File: config.mk
export PLATFORM = sky130hd
export DESIGN_NAME = alu_sequencer
export DESIGN_NICKNAME = d
export VERILOG_FILES = /design/src/rtl/alu_sequencer.sv
export SDC_FILE = /design/constraint.sdc
export NUM_CORES = 1
export LEC_CHECK = 0
export BUFFER_PORTS_ARGS = -buffer_cell sky130_fd_sc_hd__buf_2
export CAP_MARGIN = 30
export CORE_MARGIN = 2
export CORE_UTILIZATION = 30
export DETAILED_ROUTE_END_ITERATION = 10
export SYNTH_ARGS = -nofsm -noshare
export SYNTH_HDL_FRONTEND = slang
export SYNTH_SLANG_ARGS = --single-unit
File: constraint.sdc
create_clock -name clock -period 2.4 [get_ports clock]
set_input_delay 0.48 -clock clock [delete_from_list [all_inputs] [get_ports clock]]
set_output_delay 0.48 -clock clock [all_outputs]
set_load 0.05 [all_outputs]
File: src/rtl/alu_sequencer.sv
// Initiator for a registered 16-bit ALU: accepts register-to-register commands, drives the ALU,
// captures its registered result and flags, writes back and returns a response.
module alu_sequencer #(
    parameter int unsigned WIDTH = 16,
    parameter int unsigned NREG  = 8
) (
    input  logic             clock,
    input  logic             reset_n,
    input  logic             cmd_valid,
    output logic             cmd_ready,
    input  logic [2:0]       cmd_op,
    input  logic [2:0]       cmd_rd,
    input  logic [2:0]       cmd_rs,
    input  logic [2:0]       cmd_rt,
    input  logic [WIDTH-1:0] cmd_imm,
    output logic [WIDTH-1:0] alu_a,
    output logic [WIDTH-1:0] alu_b,
    output logic [2:0]       alu_control,
    input  logic [WIDTH-1:0] alu_result,
    input  logic             alu_zero,
    input  logic             alu_overflow,
    input  logic             alu_slt,
    output logic             rsp_valid,
    input  logic             rsp_ready,
    output logic [WIDTH-1:0] rsp_data,
    output logic             rsp_zero,
    output logic             rsp_ovf,
    output logic             rsp_err,
    input  logic [2:0]       dbg_addr,
    output logic [WIDTH-1:0] dbg_data
);

    typedef enum logic [2:0] {StIdle, StIssue, StWait, StCapt, StResp} state_e;

    localparam logic [2:0] OpSub = 3'd1;
    localparam logic [2:0] OpSlt = 3'd4;
    localparam logic [2:0] OpLi  = 3'd5;

    state_e           state_q, state_d;
    logic [WIDTH-1:0] rf_q [NREG];
    logic [WIDTH-1:0] rf_d [NREG];
    logic [WIDTH-1:0] alu_a_q, alu_a_d, alu_b_q, alu_b_d;
    logic [2:0]       alu_ctrl_q, alu_ctrl_d;
    logic [2:0]       rd_q, rd_d, op_q, op_d;
    logic [WIDTH-1:0] rsp_data_q, rsp_data_d;
    logic             rsp_zero_q, rsp_zero_d;
    logic             rsp_ovf_q, rsp_ovf_d;
    logic             rsp_err_q, rsp_err_d;
    logic [WIDTH-1:0] wb_val;

    // rf_q[0] is never written, so it always reads zero
    assign wb_val = (op_q == OpSlt) ? {{(WIDTH-1){1'b0}}, alu_slt} : alu_result;

    always_comb begin
        state_d    = state_q;
        rf_d       = rf_q;
        alu_a_d    = alu_a_q;
        alu_b_d    = alu_b_q;
        alu_ctrl_d = alu_ctrl_q;
        rd_d       = rd_q;
        op_d       = op_q;
        rsp_data_d = rsp_data_q;
        rsp_zero_d = rsp_zero_q;
        rsp_ovf_d  = rsp_ovf_q;
        rsp_err_d  = rsp_err_q;
        unique case (state_q)
            StIdle: begin
                if (cmd_valid) begin
                    if (cmd_op <= OpSlt) begin
                        alu_a_d    = rf_q[cmd_rs];
                        alu_b_d    = rf_q[cmd_rt];
                        alu_ctrl_d = cmd_op;
                        rd_d       = cmd_rd;
                        op_d       = cmd_op;
                        state_d    = StIssue;
                    end else if (cmd_op == OpLi) begin
                        if (cmd_rd != 3'd0) rf_d[cmd_rd] = cmd_imm;
                        rsp_data_d = cmd_imm;
                        rsp_zero_d = (cmd_imm == '0);
                        rsp_ovf_d  = 1'b0;
                        rsp_err_d  = 1'b0;
                        state_d    = StResp;
                    end else begin
                        rsp_data_d = '0;
                        rsp_zero_d = 1'b1;
                        rsp_ovf_d  = 1'b0;
                        rsp_err_d  = 1'b1;
                        state_d    = StResp;
                    end
                end
            end
            StIssue: state_d = StWait;
            // ALU Zero lags Result by one edge, so flags are sampled one cycle after Result
            StWait:  state_d = StCapt;
            StCapt: begin
                if (rd_q != 3'd0) rf_d[rd_q] = wb_val;
                rsp_data_d = wb_val;
                rsp_zero_d = (op_q == OpSlt) ? ~alu_slt : alu_zero;
                rsp_ovf_d  = (op_q <= OpSub) ? alu_overflow : 1'b0;
                rsp_err_d  = 1'b0;
                state_d    = StResp;
            end
            StResp: begin
                if (rsp_ready) state_d = StIdle;
            end
            default: state_d = StIdle;
        endcase
    end

    always_ff @(posedge clock or negedge reset_n) begin
        if (!reset_n) begin
            state_q    <= StIdle;
            for (int i = 0; i < NREG; i++) rf_q[i] <= '0;
            alu_a_q    <= '0;
            alu_b_q    <= '0;
            alu_ctrl_q <= '0;
            rd_q       <= '0;
            op_q       <= '0;
            rsp_data_q <= '0;
            rsp_zero_q <= 1'b0;
            rsp_ovf_q  <= 1'b0;
            rsp_err_q  <= 1'b0;
        end else begin
            state_q    <= state_d;
            rf_q       <= rf_d;
            alu_a_q    <= alu_a_d;
            alu_b_q    <= alu_b_d;
            alu_ctrl_q <= alu_ctrl_d;
            rd_q       <= rd_d;
            op_q       <= op_d;
            rsp_data_q <= rsp_data_d;
            rsp_zero_q <= rsp_zero_d;
            rsp_ovf_q  <= rsp_ovf_d;
            rsp_err_q  <= rsp_err_d;
        end
    end

    assign cmd_ready   = (state_q == StIdle);
    assign rsp_valid   = (state_q == StResp);
    assign alu_a       = alu_a_q;
    assign alu_b       = alu_b_q;
    assign alu_control = alu_ctrl_q;
    assign rsp_data    = rsp_data_q;
    assign rsp_zero    = rsp_zero_q;
    assign rsp_ovf     = rsp_ovf_q;
    assign rsp_err     = rsp_err_q;
    assign dbg_data    = (dbg_addr == 3'd0) ? '0 : rf_q[dbg_addr];

endmodule

==> results.sh, run 1 <==
export IMPL_r2r_start="state_q[2]"
export IMPL_die_x_um=196.7
export IMPL_p_switching_mw=5.360
export IMPL_post_cts_buffers=0
export IMPL_hold_viol=0
export IMPL_grtUsageTotal_pct=18.51
export IMPL_skew_ns=0.01615
export IMPL_r2r_cells=6
export IMPL_status="complete, no violations"
export IMPL_instances_no_fill=1482
export IMPL_critPathLaunchType="flop"
export IMPL_drt_initial_drc_count=687
export IMPL_die_area_sq_um=38700
export IMPL_maxUsedRoutingLayer="met5"
export IMPL_setup_tns_ns=0
export IMPL_synth_distinct_cells=48
export IMPL_p_seq_share_pct=36.6
export IMPL_power_density_nw_per_um2=972.6
export IMPL_grt_max_degree=68
export IMPL_grt_pass1_wl_mm=54.50
export IMPL_arrival_ns=1.82
export IMPL_dp_cells=1447
export IMPL_ir_drop_mv=0.6464
export IMPL_synth_seq_area_share_pct=42.22
export IMPL_gp_congestion=0.8467
export IMPL_cts_tree="done"
export IMPL_drc_errors=0
export IMPL_netlist_area_sq_um=11140
export IMPL_synth_async_reset_ratio_pct=100.0
export IMPL_fmax_mhz=434.0
export IMPL_max_slew_margin_pct=48.95
export IMPL_wl_met1_mm=16.82
export IMPL_core_area_sq_um=36610
export IMPL_grt_pass1_vias=8447
export IMPL_fill_cells=3534
export IMPL_required_ns=1.92
export IMPL_layout_nets=1052
export IMPL_grt_ovfl_total=0
export IMPL_finalSetupViolations=0
export IMPL_syn_to_final_growth_pct=19.14
export IMPL_synth_edf_count=0
export IMPL_layout_drive_gt1_share_pct=43.61
export IMPL_hp_class="in -> async"
export IMPL_postCtsResizedCells=0
export IMPL_viasPerCell=5.696
export IMPL_wl_met2_mm=15.44
export IMPL_cp_end_kind="primary output"
export IMPL_cts_sinks=188
export IMPL_antenna_found_initial=5
export IMPL_final_cell_mix="dfrtp_1 (188), buf_2 (124), o22ai_1 (100)"
export IMPL_netlist_instances=901
export IMPL_clk_pin_slew_worst_paths_ns=0.07
export IMPL_intPower_mw=7.551
export IMPL_crit_fanout=4
export IMPL_die_y_um=196.7
export IMPL_cts_root_buf="clkbuf_16"
export IMPL_r2r_end="rf_q[4]"
export IMPL_initial_core_util_pct=30.43
export IMPL_syn_avg_cell_area_sq_um=12.37
export IMPL_r2r_setup_slack_ns=0.14
export IMPL_num_vias=8442
export IMPL_grt_setup_unrepaired="false"
export IMPL_io_pins=126
export IMPL_ant_nets=0
export IMPL_finalWorstPathRequiredPeriod_ns=2.304
export IMPL_drv_slew=0
export IMPL_clockBufferDepth=2
export IMPL_final_common_cell="dfrtp_1"
export IMPL_path_class="reg -> out"
export IMPL_postCtsHoldBufs=0
export IMPL_total_power_mw=12.91
export IMPL_routed_wl_met3_mm=2.159
export IMPL_pwr_share_comb_pct=40.5
export IMPL_firstDrtPassIters=5
export IMPL_ys_ff_latch=188
export IMPL_yosysWarnings=0
export IMPL_rows=70
export IMPL_worst_pin_slew_ns=0.7657
export IMPL_synthFlopType="dfrtp_1"
export IMPL_pwr_share_clk_pct=22.9
export IMPL_cts_buffers=17
export IMPL_io_buffers=125
export IMPL_wl_per_cell_um=23.68
export IMPL_p_sw_share_pct=41.52
export IMPL_clk_insertion_delay_late_ns=0.44
export IMPL_totalWireLength_mm=35.09
export IMPL_syn_num_nets=955
export IMPL_hpwl_mm=26.25
export IMPL_period_share_pct=96.02
export IMPL_maxCapViolations=0
export IMPL_cts_htree_levels=4
export IMPL_p_leak_nw=6.018
## synth_stat cells, types with 2 or more instances
cell       number  share of area [%]
a21o_1          2               0.13
a21oi_1         5               0.22
a22o_1         16                1.3
a22oi_1        15                1.0
a32o_1          2               0.18
buf_1           6               0.20
buf_2          14               0.63
buf_6           7               0.71
clkbuf_1       74                2.5
dfrtp_1       188                 42
inv_1           3               0.10
mux2_2         66                6.7
mux2_4         50                6.7
mux2i_1        35                3.1
mux4_2         80                 16
nand2_1        96                3.2
nand2b_1        2               0.11
nand3_1         2              0.090
nand3b_1        6               0.40
nand4_1         2               0.11
nand4_2         2               0.22
nand4_4         5               0.95
nor2_1          6               0.20
nor3_1          3               0.13
nor4_1          4               0.22
o21ai_0        50                2.2
o221ai_1       15                1.2
o22ai_1       100                5.6
o2bb2ai_1      16                1.3
o32ai_1         2               0.16
or2_2           6               0.34
or3_1           3               0.17
or3b_1          3               0.24
## power groups by stage
stage / logic, mW / registers, mW / clock network [mW]
floorplan: 2.82 / 5.51 / 0
global placement: 5.19 / 4.71 / 0
detailed placement: 5.24 / 4.76 / 0
CTS: 5.26 / 4.70 / 3.02
global route: 5.57 / 4.83 / 3.15
finish: 5.23 / 4.73 / 2.95
## per-layer routing
metal / up-vias / track usage, %
li1: 3725 / -
met1: 4382 / 27.96
met2: 294 / 26.87
met3: 39 / 3.422
met4: 2 / 5.542
met5: - / 0
## logic make-up (layout without fill, tap and decap cells)
logic type,after synthesis,after routing,synth area share (%)
AOI/OAI and AO/OA,228,228,13.70
and+or+nand+nor,148,148,7.075
other,0,5,0
muxes,231,231,32.72
xor gates and xnor gates,1,1,0.07862
buffers and inverters,105,213,4.200
DFF,188,188,42.22
## final cells by class
type                    count  area, sq um  share of cell area [%]
clock buffers              20        466.7                   3.516
inverters                   3        11.26                 0.08483
clock inverters            10        137.6                   1.037
well taps                 468        585.6                   4.411
multi-input cells         608         6117                   46.08
diodes                      5        12.51                 0.09426
repair buffers            180         1239                   9.332
flip-flops and latches    188         4705                   35.44
## worst max-delay path: stages, from the launching register on
cell,delay (ns)
dfrtp_1,0.45
mux4_2,0.50
nand2_1,0.14
o21ai_4,0.07
buf_2,0.23
## flip-flops by register name, indices dropped and copies added, names as in the netlist
name / flops
rsp_data: 16
op_q: 3
state_q: 3
alu_b: 16
alu_a: 16
rd_q: 3
rsp_zero: 1
rf_q: 128
rsp_err: 1
rsp_ovf: 1
## per-stage QoR
stage               util [%]  area [sq um]  hold slack [ns]  setup slack, ns
global placement       34.54         12650           0.3767           0.1001
floorplan                  -         11280           0.1844         0.002976
CTS                    36.22         13260          0.04095          0.08771
detailed placement     34.57         12660           0.3840          0.09715
finish                 36.26         13270          0.03125          0.09560
global route           36.23         13260          0.05896          0.04605
## how the worst max path moves through the flow
stage          cells past startpoint         from            to  slack (ns)
6_report                           4     rf_q[26]  dbg_data[10]         0.1
5_1_grt                            4     rf_q[26]  dbg_data[10]        0.05
4_1_cts                            4     rf_q[26]  dbg_data[10]        0.09
3_5_place_dp                       6  dbg_addr[1]  dbg_data[15]         0.1
3_3_place_gp                       6  dbg_addr[1]  dbg_data[15]        0.10
2_1_floorplan                      5  dbg_addr[0]   dbg_data[2]       0.003
No activity file was read; power rests on OpenSTA's default activity.
==> run 2: changes to the inputs <==
Settings changed: CAP_MARGIN 30 to 20, RECOVER_POWER from default to 50, SETUP_SLACK_MARGIN from default to 0.05.
==> run 2 against run 1 <==
  * Die area is the same
  * Final area fell by 0.95%
  * Total power fell by 0.88%
  * Clock power about the same
  * Register-to-register slack better by 0.02 ns
  * First-iteration DRC count down 13%
  * Global-route usage is 0.96 points lower
  * Count of clock-buffer cells in the layout down 1
  * Sequential share of layout area up 0.35 points
  * Via count down 3.3%
  * Worst hold slack improved by 0.26 ns
  * Critical path depth fell by 1
  * Largest cell class unchanged
==> results.sh, run 2 (synthesis results as in run 1) <==
export IMPL_period_share_pct=95.97
export IMPL_final_cell_mix="dfrtp_1 (187), buf_2 (108), o22ai_1 (100)"
export IMPL_drc_errors=0
export IMPL_initial_core_util_pct=30.43
export IMPL_wl_per_cell_um=22.67
export IMPL_required_ns=1.92
export IMPL_layout_nets=1044
export IMPL_grtUsageTotal_pct=17.55
export IMPL_worst_pin_slew_ns=1.116
export IMPL_clk_insertion_delay_late_ns=0.45
export IMPL_drv_slew=0
export IMPL_post_cts_buffers=0
export IMPL_num_vias=8160
export IMPL_cts_buffers=17
export IMPL_core_area_sq_um=36610
export IMPL_status="complete, no violations"
export IMPL_gp_congestion=0.8537
export IMPL_cts_root_buf="clkbuf_16"
export IMPL_critPathLaunchType="flop"
export IMPL_viasPerCell=5.547
export IMPL_finalWorstPathRequiredPeriod_ns=2.303
export IMPL_syn_to_final_growth_pct=18.00
export IMPL_top_register="rf_q"
export IMPL_p_leak_nw=5.908
export IMPL_io_buffers=125
export IMPL_cts_htree_levels=4
export IMPL_critPathSlowestCell="mux4_2"
export IMPL_dp_cells=1438
export IMPL_ir_drop_mv=0.8687
export IMPL_fill_cells=3636
export IMPL_cp_end_kind="primary output"
export IMPL_clk_pin_slew_worst_paths_ns=0.07
export IMPL_crit_fanout=4
export IMPL_max_slew_margin_pct=25.31
export IMPL_die_area_sq_um=38700
export IMPL_rows=70
export IMPL_grt_ovfl_total=0
export IMPL_clockBufferDepth=2
export IMPL_die_x_um=196.7
export IMPL_io_pins=126
export IMPL_grt_pass1_wl_mm=52.22
export IMPL_finalSetupViolations=0
export IMPL_arrival_ns=1.82
export IMPL_grt_pass1_vias=8424
export IMPL_placed_area_sq_um=12590
export IMPL_postLayoutCellArea_sq_um=13150
export IMPL_instances_no_fill=1471
export IMPL_firstDrtPassIters=5
export IMPL_cts_tree="done"
export IMPL_grt_max_degree=69
export IMPL_fmax_mhz=434.2
export IMPL_final_util_pct=35.91
export IMPL_setup_tns_ns=0
export IMPL_final_common_cell="dfrtp_1"
export IMPL_totalWireLength_mm=33.35
export IMPL_hpwl_mm=25.64
export IMPL_skew_ns=0.01305
export IMPL_power_density_nw_per_um2=973.3
export IMPL_max_stage_delay_ns=0.50
export IMPL_cts_sinks=188
export IMPL_largest_reg_flops=128
export IMPL_antenna_found_initial=6
export IMPL_hold_viol=0
export IMPL_drt_initial_drc_count=601
export IMPL_die_y_um=196.7
export IMPL_path_class="reg -> out"
export IMPL_grt_setup_unrepaired="false"
export IMPL_layout_drive_gt1_share_pct=41.46
export IMPL_maxCapViolations=0
export IMPL_hp_class="in -> reg"
export IMPL_path_cells="mux4_2, a21o_1, buf_2"
export IMPL_ant_nets=0
==> run 2: cell count changes in the layout (fill, tap and decap cells not counted), sizes merged <==
cell         before  now
clkinv            3    5
clkbuf           21   38
buf             179  152
clkinvlp          2    1
dlygate4sd3       0    1
diode             5    2
==> run 2: cell type report <==
type | count | area, sq um | share of cell area (%)
sequential | 188 | 4706 | 35.79
inverter | 3 | 11.26 | 0.08565
clock inverter | 11 | 143.9 | 1.094
tap | 468 | 585.6 | 4.454
timing repair buffer | 172 | 1134 | 8.622
antenna | 2 | 5.005 | 0.03807
multi-input combinational | 608 | 6120 | 46.55
clock buffer | 19 | 442.9 | 3.369
==> run 2: critical path, delay by kind of cell (launching register included) <==
kind / cells / cell delay (ns)
flops: 1 / 0.46
mux: 1 / 0.50
compound gates: 1 / 0.21
buf+inv: 1 / 0.22
==> run 2: metal layers <==
| metal | up-vias | wire (um) | track usage, % | part of all wire [%] |
|---|---|---|---|---|
| li1 | 3711 | - | - | - |
| met1 | 4151 | 16100 | 25.63 | 48 |
| met2 | 259 | 14900 | 26.67 | 45 |
| met3 | 33 | 1941 | 3.867 | 5.8 |
| met4 | 6 | 378 | 3.899 | 1.1 |
| met5 | - | 35 | 0 | 0.10 |
==> run 2: timing repair <==
item                                    in CTS  in global routing
hold endpoints to repair                    25                  0
resized for setup                            2                  3
endpoints found under the setup margin       2                 59
hold buffers                                 1                  0
==> run 2: worst paths after layout <==
path / start / end / slack (ns) / cells after the start
max: rf_q[14] / dbg_data[14] / 0.1 / 3
min: rsp_ready / state_q[2] / 0.29 / 3
max reg2reg: state_q[2] / rf_q[57] / 0.16 / 6
min reg2reg: rf_q[123] / rf_q[123] / 0.40 / 0
max in group asynchronous: reset_n / rf_q[30] / 0.63 / 3
min in group asynchronous: reset_n / rf_q[10] / 0.48 / 2
==> run 2: report_power, final <==
| part | switching [mW] | internal, mW | total, mW |
|---|---|---|---|
| sequential | 0.772 | 3.93 | 4.70 |
| clock | 1.26 | 1.66 | 2.92 |
| combinational | 3.31 | 1.87 | 5.18 |
==> run 2: per-stage QoR <==
step	power, mW	setup WS [ns]	hold slack, ns
after floorplan	8.329	0.05590	0.1844
final	12.80	0.09673	0.2895
after CTS	12.89	0.05711	0.2785
after global placement	9.835	0.04345	0.3763
after global routing	13.44	0.05440	0.2967
after detailed placement	9.961	0.03938	0.3833
==> run 3: changes to the inputs <==
Settings changed: BUFFER_PORTS_ARGS -buffer_cell sky130_fd_sc_hd__buf_2 to -buffer_cell sky130_fd_sc_hd__buf_4.
==> run 3 against run 2 <==
  * The flow now finishes with violations (max-capacitance violations, max-slew violations)
  * Worst hold slack lost 0.015 ns
  * Core utilization grew 0.79 points
  * Final cell count grew 0.14%
  * Routed wire length grew 3.5%
  * Final area grew 2.2%
  * Via count grew 3.4%
==> results.sh, run 3 (synthesis results as in run 1) <==
export IMPL_syn_to_final_growth_pct=20.59
export IMPL_max_stage_delay_ns=0.47
export IMPL_cp_end_kind="primary output"
export IMPL_postCtsHoldBufs=0
export IMPL_initial_core_util_pct=30.43
export IMPL_hold_viol=0
export IMPL_path_class="reg -> out"
export IMPL_p_leak_nw=5.960
export IMPL_period_share_pct=96.43
export IMPL_power_density_nw_per_um2=978.3
export IMPL_crit_fanout=4
export IMPL_final_common_cell="dfrtp_1"
export IMPL_r2r_end="rf_q[35]"
export IMPL_core_area_sq_um=36610
export IMPL_crit_family="multiplexers"
export IMPL_cts_buffers=17
export IMPL_post_cts_buffers=0
export IMPL_drt_initial_drc_count=555
export IMPL_r2r_cells=6
export IMPL_hp_class="in -> reg"
export IMPL_die_x_um=196.7
export IMPL_die_area_sq_um=38700
export IMPL_pwr_share_clk_pct=23.3
export IMPL_grt_max_degree=68
export IMPL_largest_reg_flops=128
export IMPL_skew_ns=0.01557
export IMPL_grt_pass1_wl_mm=53.30
export IMPL_finalSetupViolations=0
export IMPL_final_util_pct=36.70
export IMPL_critPathSlowestCell="mux4_2"
export IMPL_status="finished with violations"
export IMPL_hpwl_mm=26.01
export IMPL_totalWireLength_mm=34.51
export IMPL_instances_no_fill=1473
export IMPL_arrival_ns=1.83
export IMPL_io_buffers=125
export IMPL_p_seq_share_pct=36.0
export IMPL_grtUsageTotal_pct=18.09
export IMPL_viasPerCell=5.729
export IMPL_ir_drop_mv=0.6174
export IMPL_cts_htree_levels=4
export IMPL_worst_pin_slew_ns=1.750
export IMPL_wl_per_cell_um=23.43
export IMPL_final_cell_mix="dfrtp_1 (187), buf_4 (142), o22ai_1 (100)"
export IMPL_ant_nets=0
export IMPL_critPathLaunch="rf_q[31]"
export IMPL_max_slew_margin_pct=-16.65
export IMPL_clockBufferDepth=2
export IMPL_rows=70
export IMPL_cts_tree="done"
export IMPL_drv_slew=63
export IMPL_io_pins=126
export IMPL_crit_path_end="dbg_data[15]"
export IMPL_whs_ns=0.2745
export IMPL_path_cells="mux4_2, nand2_1, o21ai_1, buf_4"
export IMPL_layout_drive_gt1_share_pct=41.59
export IMPL_drc_errors=0
export IMPL_required_ns=1.92
export IMPL_num_vias=8439
export IMPL_path_depth=4
export IMPL_gp_congestion=0.8910
export IMPL_grt_pass1_vias=8510
export IMPL_top_register="rf_q"
export IMPL_maxCapViolations=1
export IMPL_antenna_found_initial=0
export IMPL_fill_cells=3543
export IMPL_grt_ovfl_total=0
export IMPL_die_y_um=196.7
export IMPL_critPathLaunchType="flop"
export IMPL_clk_insertion_delay_late_ns=0.46
export IMPL_cts_sinks=188
export IMPL_grt_setup_unrepaired="true"
export IMPL_r2r_start="state_q[2]"
export IMPL_setup_tns_ns=0
export IMPL_cts_root_buf="clkbuf_16"
export IMPL_p_sw_share_pct=41.30
export IMPL_crit_buf_inv=1
export IMPL_antenna_cells=0
export IMPL_fmax_mhz=432.1
export IMPL_layout_nets=1046
export IMPL_r2r_setup_slack_ns=0.15
export IMPL_intPower_mw=7.716
export IMPL_p_switching_mw=5.429
export IMPL_pwr_share_comb_pct=40.8
export IMPL_finalWorstPathRequiredPeriod_ns=2.314
export IMPL_clk_pin_slew_worst_paths_ns=0.08
export IMPL_dp_cells=1440
export IMPL_violations="max-capacitance violations, max-slew violations"
export IMPL_firstDrtPassIters=5
[run 3: routing by layer]
| metal | wire length, um | GRT usage [%] | vias to the layer above |
|---|---|---|---|
| met4 | 638 | 4.651 | 0 |
| li1 | - | - | 3710 |
| met5 | 0 | 0 | - |
| met3 | 2396 | 4.381 | 43 |
| met2 | 15660 | 28.00 | 348 |
| met1 | 15820 | 25.49 | 4338 |
[run 3: worst min path at each step]
stage                             from         to  cells after the start
after detailed placement     rf_q[120]  rf_q[120]                      0
after global placement       rf_q[116]  rf_q[116]                      0
after floorplan                reset_n   alu_a[0]                      0
final                     alu_overflow    rsp_ovf                      2
after CTS                      reset_n    rf_q[9]                      1
after global routing      alu_overflow    rsp_ovf                      2
[run 3: through the flow]
step | setup slack, ns | power, mW | area [sq um]
2_1_floorplan | 0.05590 | 8.329 | 11290
3_3_place_gp | 0.09247 | 10.11 | 12890
3_5_place_dp | 0.1067 | 10.22 | 12890
4_1_cts | 0.09150 | 13.28 | 13520
5_1_grt | 0.03455 | 13.80 | 13440
6_report | 0.08558 | 13.14 | 13440
[run 3: layout make-up]
cell class | instances | area (sq um) | share of cell area, %
clock buffer | 19 | 452.9 | 3.371
sequential | 188 | 4706 | 35.02
clock inverter | 13 | 176.4 | 1.313
inverter | 3 | 11.26 | 0.08381
multi-input combinational | 608 | 6108 | 45.46
tap | 468 | 585.6 | 4.358
timing repair buffer | 174 | 1396 | 10.39
[run 3: power by group through the flow]
stage / combinational [mW] / sequential, mW / clock (mW)
final: 5.36 / 4.73 / 3.06
after global routing: 5.71 / 4.82 / 3.27
after CTS: 5.48 / 4.70 / 3.11
after detailed placement: 5.47 / 4.75 / 0
after global placement: 5.42 / 4.70 / 0
after floorplan: 2.82 / 5.51 / 0
[run 3: worst register-to-register path, stage by stage (launching register included)]
cell     delay, ns
dfrtp_1       0.49
or4b_1        0.60
o21ai_4       0.24
buf_12        0.18
nand4_2       0.07
buf_4         0.23
mux2_2        0.30
[run 3: timing repair]
| action | 4_1_cts | 5_1_grt |
|---|---|---|
| hold endpoints to repair | 0 | 0 |
| gates resized for setup | 0 | 2 |
| endpoints found under the setup margin | 0 | 2 |
